--- src/rtl/multicycle_sequencer.sv ---
// multicycle_sequencer: control FSM for the multicycle MIPS datapath.
// Steps each instruction through FETCH/DECODE/EXEC/MEM/WB, drives the
// per-step enables, counts retired instructions and latches halt.
// Optional feature: define SEQ_WATCHDOG_EN to bound memory waits with a
// watchdog that forces HALT and raises timeout after WD_LIMIT stall cycles.
module multicycle_sequencer #(
  parameter int CNT_W    = 32,
  parameter int WD_LIMIT = 255
) (
  input  logic             CLK,
  input  logic             RST,
  input  logic             ihit,
  input  logic             dhit,
  input  logic             memread,
  input  logic             memwr,
  input  logic             regwr,
  input  logic             halt,
  output logic             iREN,
  output logic             dREN,
  output logic             dWEN,
  output logic             irWEN,
  output logic             pcWEN,
  output logic             regWEN,
  output logic             halted,
  output logic             timeout,
  output logic [2:0]       state,
  output logic [CNT_W-1:0] retired
);

  typedef enum logic [2:0] {
    FETCH  = 3'd0,
    DECODE = 3'd1,
    EXEC   = 3'd2,
    MEM    = 3'd3,
    WB     = 3'd4,
    HALT   = 3'd5
  } state_t;

  state_t cur, nxt;
  logic   retire;
  logic   trip;     // watchdog expiry this cycle (stall still pending)
  logic   waiting;  // stalled on a memory port this cycle

  assign state   = cur;
  assign waiting = ((cur == FETCH) && !ihit) || ((cur == MEM) && !dhit);

`ifdef SEQ_WATCHDOG_EN
  localparam int WD_W = $clog2(WD_LIMIT + 1);
  logic [WD_W-1:0] wd_cnt;

  assign trip = waiting && (wd_cnt == WD_W'(WD_LIMIT));

  // Watchdog: counts consecutive stall cycles in one state, clears on hit or move
  always_ff @(posedge CLK) begin
    if (RST)                        wd_cnt <= '0;
    else if (!waiting || nxt != cur) wd_cnt <= '0;
    else                            wd_cnt <= wd_cnt + 1'b1;
  end

  // Sticky timeout flag, set on the cycle the watchdog forces HALT
  always_ff @(posedge CLK) begin
    if (RST)       timeout <= 1'b0;
    else if (trip) timeout <= 1'b1;
  end
`else
  assign trip    = 1'b0;
  assign timeout = 1'b0;
`endif

  // Next-state, enables and retire strobe from current state and hit inputs
  always_comb begin
    nxt    = cur;
    retire = 1'b0;
    iREN   = 1'b0;
    dREN   = 1'b0;
    dWEN   = 1'b0;
    irWEN  = 1'b0;
    pcWEN  = 1'b0;
    regWEN = 1'b0;
    case (cur)
      FETCH: begin
        iREN  = 1'b1;
        irWEN = ihit;
        if (ihit)      nxt = DECODE;
        else if (trip) nxt = HALT;
      end
      DECODE: begin
        if (halt) begin
          nxt    = HALT;
          retire = 1'b1;
        end else begin
          nxt = EXEC;
        end
      end
      EXEC: begin
        pcWEN = 1'b1;
        if (memread || memwr) nxt = MEM;
        else if (regwr)       nxt = WB;
        else begin
          nxt    = FETCH;
          retire = 1'b1;
        end
      end
      MEM: begin
        // a store wins when both memread and memwr are set
        dWEN = memwr;
        dREN = memread && !memwr;
        if (dhit) begin
          if (memread && !memwr) nxt = WB;
          else begin
            nxt    = FETCH;
            retire = 1'b1;
          end
        end else if (trip) begin
          nxt = HALT;
        end
      end
      WB: begin
        regWEN = 1'b1;
        nxt    = FETCH;
        retire = 1'b1;
      end
      HALT:    nxt = HALT;
      default: nxt = FETCH;
    endcase
  end

  // State register, retired counter and sticky halt flag
  always_ff @(posedge CLK) begin
    if (RST) begin
      cur     <= FETCH;
      retired <= '0;
      halted  <= 1'b0;
    end else begin
      cur <= nxt;
      if (retire)      retired <= retired + 1'b1;
      if (nxt == HALT) halted  <= 1'b1;
    end
  end

endmodule

--- config.mk ---
export PLATFORM = sky130hd
export DESIGN_NAME = multicycle_sequencer
export DESIGN_NICKNAME = d
export VERILOG_FILES = /design/src/rtl/multicycle_sequencer.sv
export SDC_FILE = /design/constraint.sdc
export NUM_CORES = 1
export LEC_CHECK = 0
export CAP_MARGIN = 40
export CORE_AREA = 2 2 66 80
export CTS_BUF_LIST = sky130_fd_sc_hd__clkbuf_8 sky130_fd_sc_hd__clkbuf_16
export DETAILED_ROUTE_END_ITERATION = 6
export DIE_AREA = 0 0 68 82
export PLACE_DENSITY = 0.68
export SETUP_SLACK_MARGIN = 0.5
export SKIP_CTS_REPAIR_TIMING = 1
export SYNTH_ARGS = -nofsm -noshare
export SYNTH_HDL_FRONTEND = slang
export SYNTH_SLANG_ARGS = --single-unit
--- constraint.sdc ---
create_clock -name CLK -period 4.68 [get_ports CLK]
set_clock_uncertainty 0.05 [all_clocks]
set_input_delay 0.936 -clock CLK [delete_from_list [all_inputs] [get_ports CLK]]
set_output_delay 0.936 -clock CLK [all_outputs]
set_load 0.05 [all_outputs]
# Word level (Yosys, flattened, before mapping)
# Index checks and enable logic that the tools add are counted.
[word_totals] romBits=0 latch_bits=0 reg_bits=36 mem_count=0 mem_bits_rw=0
[classes] n_shift=0 bitwise_logic=0 eq_ne=6 muxes=19 div=0 reduce_logical=4 addsub=1 multipliers=0 magnitude_cmp=0
[op_table] operator="32-bit by 1-bit adder with 32-bit output (second input constant)" count=1
[op_table] operator="3-bit 2-to-1 mux" count=6
[op_table] operator="3-bit one-hot mux with 5 select lines" count=1
[op_table] operator="1-bit 2-to-1 mux" count=11
[op_table] operator="3-bit == test (second input constant)" count=3
[op_table] operator="3-bit by 2-bit == test with 1-bit output (second input constant)" count=2
[op_table] operator="1-bit one-hot mux with 4 select lines" count=1
[op_table] operator="3-bit by 1-bit == test with 1-bit output (second input constant)" count=1
[op_table] operator="3-bit zero test" count=1
[op_table] operator="1-bit logical AND" count=1
[op_table] operator="1-bit zero test" count=1
[op_table] operator="1-bit logical OR" count=1

# Depth between registers and ports, before layout
# Gate-level depths: netlist of the first run.
[depth] ltp_word=6 ltp_mapped=8 depth_no_buf=5

# Worst setup path after synthesis of the first run
# Ideal clock, no wire load.
[synth_timing] path_kind="input-to-output" start="in ihit" end="out irWEN" slack_ns=1.169 stages=1 arrival_ns=2.525 cell_sequence="nor4b_1"
[synth_between] elab_chain_len=1
[synth_rtl] element="start, declared" line="12" text="input logic ihit,"
[synth_rtl] element="1-bit 2-to-1 mux" line="80" text="case (cur)"
[synth_rtl] element="end, declared" line="21" text="output logic irWEN,"
# Every way passes these cells.

# Worst setup path in the final report of the first run
[layout_timing] start="in memwr" end="out dREN"
[layout_between] elab_chain_len=3
[layout_rtl] element="start, declared" line="15" text="input logic memwr,"
[layout_rtl] element="1-bit zero test" line="107" text="dREN = memread && !memwr;"
[layout_rtl] element="1-bit logical AND" line="107"
[layout_rtl] element="1-bit 2-to-1 mux" line="80"
[layout_rtl] element="end, declared" line="19" text="output logic dREN,"
# Every way passes these cells.

==> results.cfg, run 1 <==
[critical_path]
critPathKind = input pin to output pin
crit_fanout = 5
path_cells = clkdlybuf4s50_1, nand2b_1, nor2_1, clkdlybuf4s50_1
cp-end-kind = output pin
startpoint_type = input pin
crit_path_frequent_cell = clkdlybuf4s50_1
critPathRequiredTime_ps = 3690
crit_slowest_cell = clkdlybuf4s50_1
cpPeakStageDelay_ps = 810
crit_arrival_ps = 2490

[floorplan]
core_region_area_um2 = 4830
io_pins = 51
die_x_um = 68
placementRows = 28
start_util_pct = 38.5
dieArea_um2 = 5580
die_h_um = 82

[synth]
synth_seq_cells = 36
seq_area_frac_synth_pct = 38.7
synth_area_leaders = dfxtp_1 39%, o31ai_1 8.5%, a21oi_1 8.3%, or4_1 8.1%, nand3_1 3.5%
syn-cell-area_um2 = 1860
synth_top_area_share_pct = 38.7
yosysMostFrequentCell = dfxtp_1
syn-num-nets = 237
avgSynthCellArea_um2 = 8.17
synth.largest_area_cell = dfxtp_1
yosys_warnings = 0
ys_types = 39
synthCells = 228
async_flop_share_pct = 0
ys.flop_type = dfxtp_1
synthTopCellsByCount = 36 x dfxtp_1, 31 x a21oi_1, 21 x o31ai_1
synth_edf_count = 0

[global_route]
met3_usage_pct = 4.66
grt_busiest_layer = met2
gr-total-overflow = 0
grt_max_degree = 32
grt_usage_pct = 16.8
antenna_found_initial = 0
met1_usage_pct = 20.5
grt.met2_usage_pct = 29.1
grt_pass1_vias = 1685
grt_first_pass_wirelength_um = 7490

[pwr]
p_leak_nw = 0.742
peakVddDrop_uv = 193
power_uw = 634
power_density_nw_per_um2 = 258

[timing]
holdWs_ps = 423
slew_headroom_pct = 41.7
slew_violations = 0
tns_ps = 0
finalSetupViolCount = 0
worst_pin_slew_ps = 871
finalCritPeriodShare_pct = 74.3
setup_slack_ps = 1200
finalWorstPathRequiredPeriod_ps = 3480
fmax_mhz = 288
final_hold_viol_count = 0
rsz0062_at_grt = false

[outcome]
outcome = finished, final reports clean

[cts]
cts_tree = done
clkTransAtPathRegs_ps = 70
cts_sinks = 36
clock_tree.buffer_depth = 2
cts_made_buffers = 5
cts_root_buffer = clkbuf_8
htreeDepth = 2
clk_latency_ps = 280

[detailed_routing]
drt_first_pass_iters = 4
routedWlPerCell_um = 13.7
antenna_left = 0
detail_route.iter0.violations = 146
drt_wl_total_um = 4500
vias = 1890
viasPerCell = 5.76
drc_errors = 0

[placed_design]
gp_congestion = 0.807
postPlaceCellArea_um2 = 2380
pre_cts_ws_ps = 1200
io_buffer_count = 49
place_inst = 321
hpwl_um = 3090

[finish]
fin_cells = 328
area.growth.synth_to_final_pct = 31.8
nFillCells = 488
stdcell_area_um2 = 2450
fin_nets = 277
final_core_util_pct = 50.8
drive_above_1_share_pct = 5.60
antenna_cells = 0

[worst_hold_path]
hp-class = flip-flop to flip-flop

[job]
drv_cap = 0
## power by group
| group | total (mW) | leakage, nW | internal, mW | switching (mW) |
|---|---|---|---|---|
| logic | 0.109 | 0.406 | 0.0376 | 0.0713 |
| registers | 0.321 | 0.290 | 0.311 | 0.00957 |
| clock network | 0.205 | 0.0452 | 0.0990 | 0.105 |
| total | 0.634 | 0.742 | 0.448 | 0.186 |
## flip-flops by register name, summed over array words and instances (netlist names)
name / cells
halted: 1
state: 3
retired: 32
## worst paths after layout
check	cells after the start	slack [ps]	from	end
worst min register to register	2	420	halted	halted
worst max register to register	5	2220	state[0]	retired[7]
worst min-delay path	2	420	halted	halted
worst max-delay path	4	1200	memwr	dREN
## layer usage
layer	wire [µm]	up-vias
met4	13	0
met3	156	2
met2	2290	30
met1	2040	908
li1	-	950
met5	0	-
## kinds of logic after synthesis
| group | count (synthesis) | share of synthesized area (%) |
|---|---|---|
| other | 1 | 0.201 |
| buffers and inverters | 21 | 5.31 |
| and+or+nand+nor | 98 | 31.4 |
| xor gates and xnor gates | 1 | 0.470 |
| AOI/OAI and AO/OA | 68 | 22.2 |
| DFF | 36 | 38.7 |
| muxes | 2 | 1.14 |
| adders and majority gates | 1 | 0.671 |
## critical path: cells and delay by family
kind | cells | cell delay [ps]
AND/OR/NAND/NOR | 2 | 280
buffers and inverters | 2 | 1280
## area by class of cell
cell class	count	area [µm²]	share of cell area, %
Inverter	3	11.3	0.459
Multi-Input combinational cell	171	1040	42.6
Tap cell	60	75.1	3.06
Clock inverter	2	8.76	0.357
Timing Repair Buffer	51	526	21.4
Sequential cell	36	721	29.4
Clock buffer	5	68.8	2.80
## placed cells by master, fill, tap and decap left out, drive strengths merged, types with 9 or more instances in the layout
| cell | count |
|---|---|
| o31ai | 21 |
| dfxtp | 36 |
| clkdlybuf4s50 | 49 |
| or4 | 23 |
| nor2 | 10 |
| a21oi | 31 |
| o21ai | 9 |
| nand2 | 15 |
| nand3 | 13 |
| or3 | 9 |
No activity file was read; power rests on OpenSTA's default activity.
==> run 2: changes to the inputs <==
PLACE_DENSITY = 0.7   (was 0.68)
clock period = 2.8 ns   (was 4.68 ns; I/O delays follow)
==> results.cfg, run 2 (synthesized netlist as in run 1, its figures left out) <==
[critical_path]
cpPeakStageDelay_ps = 510
critPathRequiredTime_ps = 2960
critPathKind = input pin to flip-flop
cp-end-kind = flip-flop
startpoint_type = input pin
worst-path-buf-inv = 2
crit_arrival_ps = 2410
cp_top_family = buffers and inverters
crit_slowest_cell = clkdlybuf4s50_1
crit_fanout = 35
path_cells = clkdlybuf4s50_1, a31oi_1, o31a_2, buf_12, or4_1, a21oi_1

[finish]
antenna_cells = 0
final_cell_mix = 38 x clkdlybuf4s50_1, 30 x a21oi_1, 24 x dfxtp_1
regMostFlops = retired
final_core_util_pct = 55.4
drive_above_1_share_pct = 17.7
largest_reg_flops = 32
final_common_cell = clkdlybuf4s50_1
fin_nets = 285
area.growth.synth_to_final_pct = 43.7
fin_cells = 337

[timing]
setup_slack_ps = 557
rsz0062_at_grt = true
finalSetupViolCount = 0
finalCritPeriodShare_pct = 80.1
tns_ps = 0
slew_violations = 0
worst_pin_slew_ps = 529
final_hold_viol_count = 0
finalWorstPathRequiredPeriod_ps = 2240
holdWs_ps = 423
fmax_mhz = 446
slew_headroom_pct = 64.7

[detailed_routing]
drt-met1-wl_um = 2040
detail_route.iter0.violations = 116
viasPerCell = 5.69
drt_first_pass_iters = 4
wl_met2_um = 2350
wl_met3_um = 236
vias = 1916
top_layer = met4
routedWlPerCell_um = 13.9
drc_errors = 0
drt_wl_total_um = 4690
antenna_left = 0

[global_route]
antenna_found_initial = 0
grt_pass1_vias = 1727
gr-total-overflow = 0
grt_max_degree = 36
grt_usage_pct = 17.9
grt_first_pass_wirelength_um = 7760

[floorplan]
placementRows = 28
core_region_area_um2 = 4830
dieArea_um2 = 5580
start_util_pct = 38.5
die_h_um = 82
io_pins = 51
die_x_um = 68

[pwr]
p_leak_nw = 0.937
power_density_nw_per_um2 = 449
peakVddDrop_uv = 232

[cts]
clock_tree.buffer_depth = 2
cts_tree = done
htreeDepth = 2
cts_root_buffer = clkbuf_8
clkTransAtPathRegs_ps = 70
cts_sinks = 36
clk_latency_ps = 290
cts_made_buffers = 5

[worst_hold_path]
hp-class = flip-flop to flip-flop

[placed_design]
io_buffer_count = 49
hpwl_um = 3250
pre_cts_ws_ps = 198
gp_congestion = 0.787
place_inst = 326

[job]
drv_cap = 0

[outcome]
outcome = finished, final reports clean
==> run 2: cell count changes in the layout (fill, tap and decap cells not counted), moves of 2 or more <==
| cell | previous run | this run |
|---|---|---|
| dfxtp_1 | 36 | 24 |
| clkdlybuf4s50_1 | 49 | 38 |
| dfxtp_2 | 0 | 10 |
| buf_4 | 1 | 9 |
| dlymetal6s2s_1 | 0 | 8 |
| buf_12 | 0 | 3 |
| dfxtp_4 | 0 | 2 |
| nor3b_1 | 3 | 1 |
| nor3b_4 | 0 | 2 |
==> run 2: tightest hold or removal path, stage by stage (launching register included) <==
cell and delay, ps:
dfxtp_1 330, nor2_1 50, nor2_1 70
==> run 2: layout make-up <==
cell class	count	area, µm²
tap	60	75.1
sequential	36	741
inverter	3	11.3
timing repair buffer	59	623
clock inverter	3	38.8
fill	455	2160
clock buffer	5	68.8
multi-input combinational	171	1120
==> run 2: path summary, 6_finish.rpt <==
check / from / end / slack (ps) / cells past startpoint
max reg2reg: retired[5] / retired[31] / 620 / 5
max: dhit / retired[26] / 560 / 6
min: halted / halted / 420 / 2
min reg2reg: halted / halted / 420 / 2
==> run 2: routing by layer <==
| metal | track usage [%] | vias to the layer above |
|---|---|---|
| met3 | 5.07 | 8 |
| met1 | 21.7 | 900 |
| met2 | 29.8 | 34 |
| li1 | - | 974 |
| met4 | 6.20 | 0 |
| met5 | 0 | - |
==> run 2: stage by stage <==
step           cell area [µm²]  power [mW]
2_1_floorplan             1940       0.679
3_3_place_gp              2480       0.743
3_5_place_dp              2480       0.746
4_1_cts                   2590        1.20
5_1_grt                   2680        1.25
6_report                  2680        1.20
==> run 2: power by group <==
group / total [mW] / internal [mW] / leakage [nW] / switching (mW)
registers: 0.540 / 0.519 / 0.297 / 0.0207
logic: 0.208 / 0.0842 / 0.581 / 0.124
clock network: 0.454 / 0.261 / 0.0593 / 0.194
